$ cat src/rtl/dmem_access_if.sv
// Backing-memory req/ack port of the MEM-stage data cache.
// master = cache side, slave = memory side.
interface dmem_access_if;
    logic        mem_req;
    logic        mem_we;
    logic [31:0] mem_addr;
    logic [31:0] mem_wdata;
    logic [31:0] mem_rdata;
    logic        mem_ack;

    modport master (
        output mem_req, mem_we, mem_addr, mem_wdata,
        input  mem_rdata, mem_ack
    );

    modport slave (
        input  mem_req, mem_we, mem_addr, mem_wdata,
        output mem_rdata, mem_ack
    );
endinterface

$ cat src/rtl/dmem_access.sv
// MEM-stage data access: direct-mapped write-through, no-write-allocate cache
// with a req/ack backing port; hit qualifies the MEM/WB latch.
module dmem_access #(
    parameter int unsigned LINES = 16
) (
    input  logic                clk,
    input  logic                rst,
    input  logic [1:0]          i_ctlmem,
    input  logic [31:0]         ialu_result,
    input  logic [31:0]         iwrite_data,
    output logic [31:0]         oread_data_mem,
    output logic                hit,
    dmem_access_if.master       mem
);
    localparam int unsigned IDX_W = $clog2(LINES);
    localparam int unsigned TAG_W = 30 - IDX_W;

    typedef enum logic [1:0] {IDLE, RD_MISS, WR_MEM, DONE} state_t;

    state_t             state;
    logic [LINES-1:0]   valid_q;
    logic [TAG_W-1:0]   tag_q  [LINES];
    logic [31:0]        data_q [LINES];
    logic [31:0]        fill_q;
    logic               done_rd_q;

    logic [IDX_W-1:0]   idx;
    logic [TAG_W-1:0]   tag;
    logic               is_write;
    logic               is_read;
    logic               line_hit;
    logic               unused_addr_lsb;

    assign idx             = ialu_result[IDX_W+1:2];
    assign tag             = ialu_result[31:IDX_W+2];
    assign is_write        = i_ctlmem[0];
    assign is_read         = i_ctlmem[1] & ~i_ctlmem[0];
    assign line_hit        = valid_q[idx] && (tag_q[idx] == tag);
    assign unused_addr_lsb = ^ialu_result[1:0];

    always_comb begin
        hit            = 1'b0;
        oread_data_mem = '0;
        if (rst) begin
            hit = 1'b1;
        end else begin
            case (state)
                IDLE: begin
                    if (is_write) begin
                        hit = 1'b0;
                    end else if (is_read) begin
                        hit = line_hit;
                        if (line_hit) oread_data_mem = data_q[idx];
                    end else begin
                        hit = 1'b1;
                    end
                end
                DONE: begin
                    hit = 1'b1;
                    if (done_rd_q) oread_data_mem = fill_q;
                end
                default: hit = 1'b0;
            endcase
        end
    end

    always_ff @(posedge clk) begin
        if (rst) begin
            state         <= IDLE;
            valid_q       <= '0;
            mem.mem_req   <= 1'b0;
            mem.mem_we    <= 1'b0;
            mem.mem_addr  <= '0;
            mem.mem_wdata <= '0;
            fill_q        <= '0;
            done_rd_q     <= 1'b0;
        end else begin
            case (state)
                IDLE: begin
                    if (is_write) begin
                        state         <= WR_MEM;
                        mem.mem_req   <= 1'b1;
                        mem.mem_we    <= 1'b1;
                        mem.mem_addr  <= {ialu_result[31:2], 2'b00};
                        mem.mem_wdata <= iwrite_data;
                    end else if (is_read && !line_hit) begin
                        state        <= RD_MISS;
                        mem.mem_req  <= 1'b1;
                        mem.mem_we   <= 1'b0;
                        mem.mem_addr <= {ialu_result[31:2], 2'b00};
                    end
                end
                RD_MISS: begin
                    if (mem.mem_ack) begin
                        valid_q[idx] <= 1'b1;
                        tag_q[idx]   <= tag;
                        data_q[idx]  <= mem.mem_rdata;
                        fill_q       <= mem.mem_rdata;
                        done_rd_q    <= 1'b1;
                        mem.mem_req  <= 1'b0;
                        state        <= DONE;
                    end
                end
                WR_MEM: begin
                    if (mem.mem_ack) begin
                        // write-update only; a miss leaves the resident line alone
                        if (line_hit) data_q[idx] <= iwrite_data;
                        done_rd_q   <= 1'b0;
                        mem.mem_req <= 1'b0;
                        state       <= DONE;
                    end
                end
                default: state <= IDLE;
            endcase
        end
    end
endmodule

$ cat src/flat_wrapper.sv
// flat-port wrapper written by rule: the top's interface ports become plain ports
module dmem_access_flat 
#(
    parameter int unsigned LINES = 16
)
  (clk, rst, i_ctlmem, ialu_result, iwrite_data, oread_data_mem, hit, mem_mem_req, mem_mem_we, mem_mem_addr, mem_mem_wdata, mem_mem_rdata, mem_mem_ack);
  dmem_access_if mem_i ();
  input  logic clk;
  input  logic rst;
  input  logic [1:0] i_ctlmem;
  input  logic [31:0] ialu_result;
  input  logic [31:0] iwrite_data;
  output logic [31:0] oread_data_mem;
  output logic hit;
  output wire logic [$bits(mem_i.mem_req)-1:0] mem_mem_req;
  output wire logic [$bits(mem_i.mem_we)-1:0] mem_mem_we;
  output wire logic [$bits(mem_i.mem_addr)-1:0] mem_mem_addr;
  output wire logic [$bits(mem_i.mem_wdata)-1:0] mem_mem_wdata;
  input wire logic [$bits(mem_i.mem_rdata)-1:0] mem_mem_rdata;
  input wire logic [$bits(mem_i.mem_ack)-1:0] mem_mem_ack;
  assign mem_mem_req = mem_i.mem_req;
  assign mem_mem_we = mem_i.mem_we;
  assign mem_mem_addr = mem_i.mem_addr;
  assign mem_mem_wdata = mem_i.mem_wdata;
  assign mem_i.mem_rdata = mem_mem_rdata;
  assign mem_i.mem_ack = mem_mem_ack;
  dmem_access #(.LINES(LINES)) u_core (.clk(clk), .rst(rst), .i_ctlmem(i_ctlmem), .ialu_result(ialu_result), .iwrite_data(iwrite_data), .oread_data_mem(oread_data_mem), .hit(hit), .mem(mem_i));
endmodule
$ cat config.mk
export PLATFORM = sky130hd
export DESIGN_NAME = dmem_access_flat
export DESIGN_NICKNAME = d
export VERILOG_FILES = /design/src/rtl/dmem_access_if.sv /design/src/rtl/dmem_access.sv /design/src/flat_wrapper.sv
export SDC_FILE = /design/constraint.sdc
export NUM_CORES = 1
export LEC_CHECK = 0
export ABC_CLOCK_PERIOD_IN_PS = 13730
export BUFFER_PORTS_ARGS = -buffer_cell sky130_fd_sc_hd__buf_2
export CAP_MARGIN = 20
export CORE_MARGIN = 2
export CORE_UTILIZATION = 30
export CTS_CLUSTER_DIAMETER = 80
export CTS_CLUSTER_SIZE = 14
export DETAILED_ROUTE_END_ITERATION = 12
export PLACE_DENSITY = 0.5
export SYNTH_ARGS = -nofsm -noshare
export SYNTH_HDL_FRONTEND = slang
export SYNTH_SLANG_ARGS = --single-unit
$ cat constraint.sdc
create_clock -name clk -period 13.73 [get_ports clk]
set_input_delay 0.6865 -clock clk [delete_from_list [all_inputs] [get_ports clk]]
set_output_delay 0.6865 -clock clk [all_outputs]
set_load 0.1 [all_outputs]
==> results.py <==
metrics = {
    "timing": {
        "fin_crit_ns": 7.11,
        "setup-violations-final": 0,
        "max_slew_margin_pct": 32.5,
        "tightest_slew_ns": 1.00,
        "rsz0062_at_grt": "false",
        "finalHoldViolations": 0,
        "timing.final.ws_setup_ns": 6.62,
        "final_max_slew_viol_count": 0,
        "fin_skew_ns": 0.0436,
        "post-route-period-util_pct": 51.8,
        "setup_tns_ns": 0,
        "clock.fmax_ghz": 0.141,
    },
    "final_layout": {
        "final_common_cell": "edfxtp_1",
        "nets": 2567,
        "layout_common_cells": "edfxtp_1 (928), mux4_2 (211), buf_2 (190)",
        "area_growth_pct": 14.3,
        "layout-drive-gt1-share_pct": 27.0,
        "nFillCells": 13000,
    },
    "global_routing": {
        "antenna_found_initial": 8,
        "grt_max_degree": 143,
        "gr-usage-all-layers_pct": 15.4,
        "overflow": 0,
        "grt_pass1_wl_mm": 157,
        "grt_pass1_vias": 22700,
    },
    "detailed_routing": {
        "drc": 0,
        "wl_per_cell_um": 25.3,
        "routed_wl_mm": 109,
        "detail_route.iter0.violations": 1760,
        "ant_nets": 0,
        "dr.pass1.iters": 5,
        "vias_per_cell": 5.00,
        "routed-via-count": 21600,
    },
    "placed_design": {
        "place_ws_ns": 6.69,
        "hpwl_mm": 59.4,
        "io_buffers": 195,
        "routabilityCongestion": 0.763,
    },
    "clock_tree": {
        "numCtsBuffers": 88,
        "clockBufferDepth": 3,
        "postCtsSetupBuffers": 0,
        "cts-htree-levels": 3,
        "path_clk_slew_ns": 0.07,
        "cts_hold_buffers": 0,
        "cts_resized": 0,
        "clk_latency_ns": 0.71,
        "cts_tree": "built",
        "cts-root-buf": "clkbuf_16",
        "cts.sinks": 1043,
    },
    "power": {
        "swShare_pct": 26.8,
        "p_switching_mw": 1.82,
        "clockPowerShare_pct": 35.4,
        "p_int_mw": 4.98,
        "p_seq_share_pct": 52.2,
        "pwr-share-comb_pct": 12.4,
        "peakVddDrop_v": 0.000159,
        "p_per_area_nw_per_um2": 144,
        "leakage_nw": 15.6,
        "power.total_mw": 6.80,
    },
    "synth": {
        "async_flop_share_pct": 0,
        "synth_cells": 2255,
        "synth_area_leaders": "edfxtp_1 (67%), mux4_2 (11%), dfxtp_1 (5.6%)",
        "synth-warning-count": 0,
        "ys_ff_latch": 1043,
        "synth-seq-area-share_pct": 72.9,
        "yosys.cell_types.count": 63,
        "synth_edf_count": 928,
        "syn_area_per_cell_um2": 18.4,
        "synth_top_area_share_pct": 67.3,
        "netlist_area_um2": 41400,
        "synth_top_cell_by_area": "edfxtp_1",
        "synth_flop_cell": "edfxtp_1",
    },
    "floorplan": {
        "die_y_um": 375,
        "die_area_um2": 141000,
        "core_area_um2": 137000,
        "initial_utilization_pct": 30.2,
        "die_width_um": 375,
        "num_rows": 136,
        "ios": 200,
    },
    "critical_path": {
        "crit_family": "buffers and inverters",
        "cpPeakStageDelay_ns": 0.87,
        "critPathMostFrequentCell": "buf_4",
        "crit_chain": "buf_4, buf_4, clkinv_2, mux2i_1, xnor2_1, a211oi_1, a41oi_1, nor4_2, a31oi_1, o31ai_1, buf_2",
        "cp_slowest_cell": "o31ai_1",
        "cp_num_buf_inv": 4,
        "arrival_ns": 6.42,
        "required_ns": 13.04,
        "crit_fanout": 53,
        "start_kind": "input port",
        "endpoint_kind": "primary output",
        "criticalPathCategory": "input port to primary output",
    },
    "run_status": {
        "status": "complete, no violations",
    },
    "job": {
        "maxCapViolCount": 0,
    },
    "hold_path": {
        "holdCritPathClass": "input port to flip-flop",
    },
}
[per-layer routing]
metal,routed length (um),part of all wire (%),global-route usage [%]
met1,47100,43,20.2
met2,53500,49,26.0
met3,6390,5.8,3.24
met4,2340,2.1,3.70
met5,53,0.048,0
[sequential cells by signal (all words and copies together) (netlist names)]
signal                flops
u_core.mem.mem_addr      30
u_core.data_q           512
u_core.mem.mem_req        1
u_core.mem.mem_we         1
u_core.done_rd_q          1
u_core.valid_q           16
u_core.mem.mem_wdata     32
u_core.tag_q            416
u_core.state              2
u_core.fill_q            32
[power by group through the flow]
stage          clock (mW)  sequential (mW)  combinational, mW
2_1_floorplan           0             3.88              0.353
6_report             2.40             3.55              0.845
3_5_place_dp            0             3.62              0.852
3_3_place_gp            0             3.61              0.838
5_1_grt              2.59             3.55              0.895
4_1_cts              2.48             3.55              0.854
[final timing paths]
| kind | end | depth (start not counted) | slack (ns) | from |
|---|---|---|---|---|
| min reg2reg | u_core.mem.mem_wdata[16] | 2 | 0.45 | u_core.mem.mem_wdata[16] |
| max reg2reg | u_core.data_q[3][16] | 11 | 8.74 | u_core.tag_q[7][5] |
| min | u_core.fill_q[11] | 3 | 0.23 | mem_mem_rdata[11] |
| max | hit | 11 | 6.62 | ialu_result[5] |
[cell families (layout without fill, tap and decap cells)]
family / count (synthesis) / after routing / share of synthesized area (%)
XOR/XNOR: 22 / 22 / 0.466
buffers and inverters: 196 / 470 / 2.28
AO/OA/AOI/OAI: 241 / 241 / 3.66
flip-flops: 1043 / 1043 / 72.9
multiplexers: 417 / 417 / 17.0
other: 1 / 4 / 0.00906
AND/OR/NAND/NOR: 330 / 330 / 3.59
adder cells (fa/ha/maj): 5 / 5 / 0.151
[synth_stat cells (all sizes together), types with 3 or more instances]
library cell	n
a221oi	9
buf	68
clkbuf	65
inv	63
nand4	4
and2	4
mux2i	134
nor2	62
a21o	5
a41o	3
nand3	10
nand2b	10
o22ai	32
and3	7
dfxtp	115
mux2	72
nor2b	7
a211oi	8
a41oi	3
xor2	10
o21ai	46
xnor2	12
mux4	211
nor3	15
ha	5
edfxtp	928
o2111ai	3
a22oi	31
a31oi	6
nand2	189
nor4	6
o221ai	3
or3	8
a21oi	76
[worst register-to-register path, cell delays in order (launching register included)]
cell	delay (ns)
edfxtp_1	0.35
mux4_2	0.48
xnor2_1	0.30
o21ai_0	0.23
a211oi_1	0.38
o221ai_1	0.21
nor4_2	0.74
nand4_4	0.18
buf_4	0.40
o21a_2	0.46
nor4_2	0.23
buf_4	0.65
[through the flow]
| step | utilization (%) | instances | instance area (um2) | hold WS [ns] |
|---|---|---|---|---|
| final | 34.5 | 4326 | 47300 | 0.231 |
| after global routing | 34.5 | 4324 | 47300 | 0.183 |
| after CTS | 34.5 | 4322 | 47300 | 0.162 |
| after detailed placement | 32.5 | 4163 | 44600 | 0.447 |
| after global placement | 32.5 | 4163 | 44600 | 0.439 |
| after floorplan | - | 2256 | 41400 | 0.437 |
[cell type report]
| type | count | area [um2] | share of cell area [%] |
|---|---|---|---|
| tap | 1794 | 2240 | 4.75 |
| timing repair buffer | 248 | 1440 | 3.05 |
| multi-input combinational | 1017 | 10500 | 22.3 |
| clock buffer | 145 | 2470 | 5.22 |
| sequential | 1043 | 30200 | 63.8 |
| clock inverter | 14 | 204 | 0.431 |
| inverter | 63 | 238 | 0.503 |
| antenna | 2 | 5.00 | 0.0106 |
Note: power is estimated with default switching activity, not from simulation.
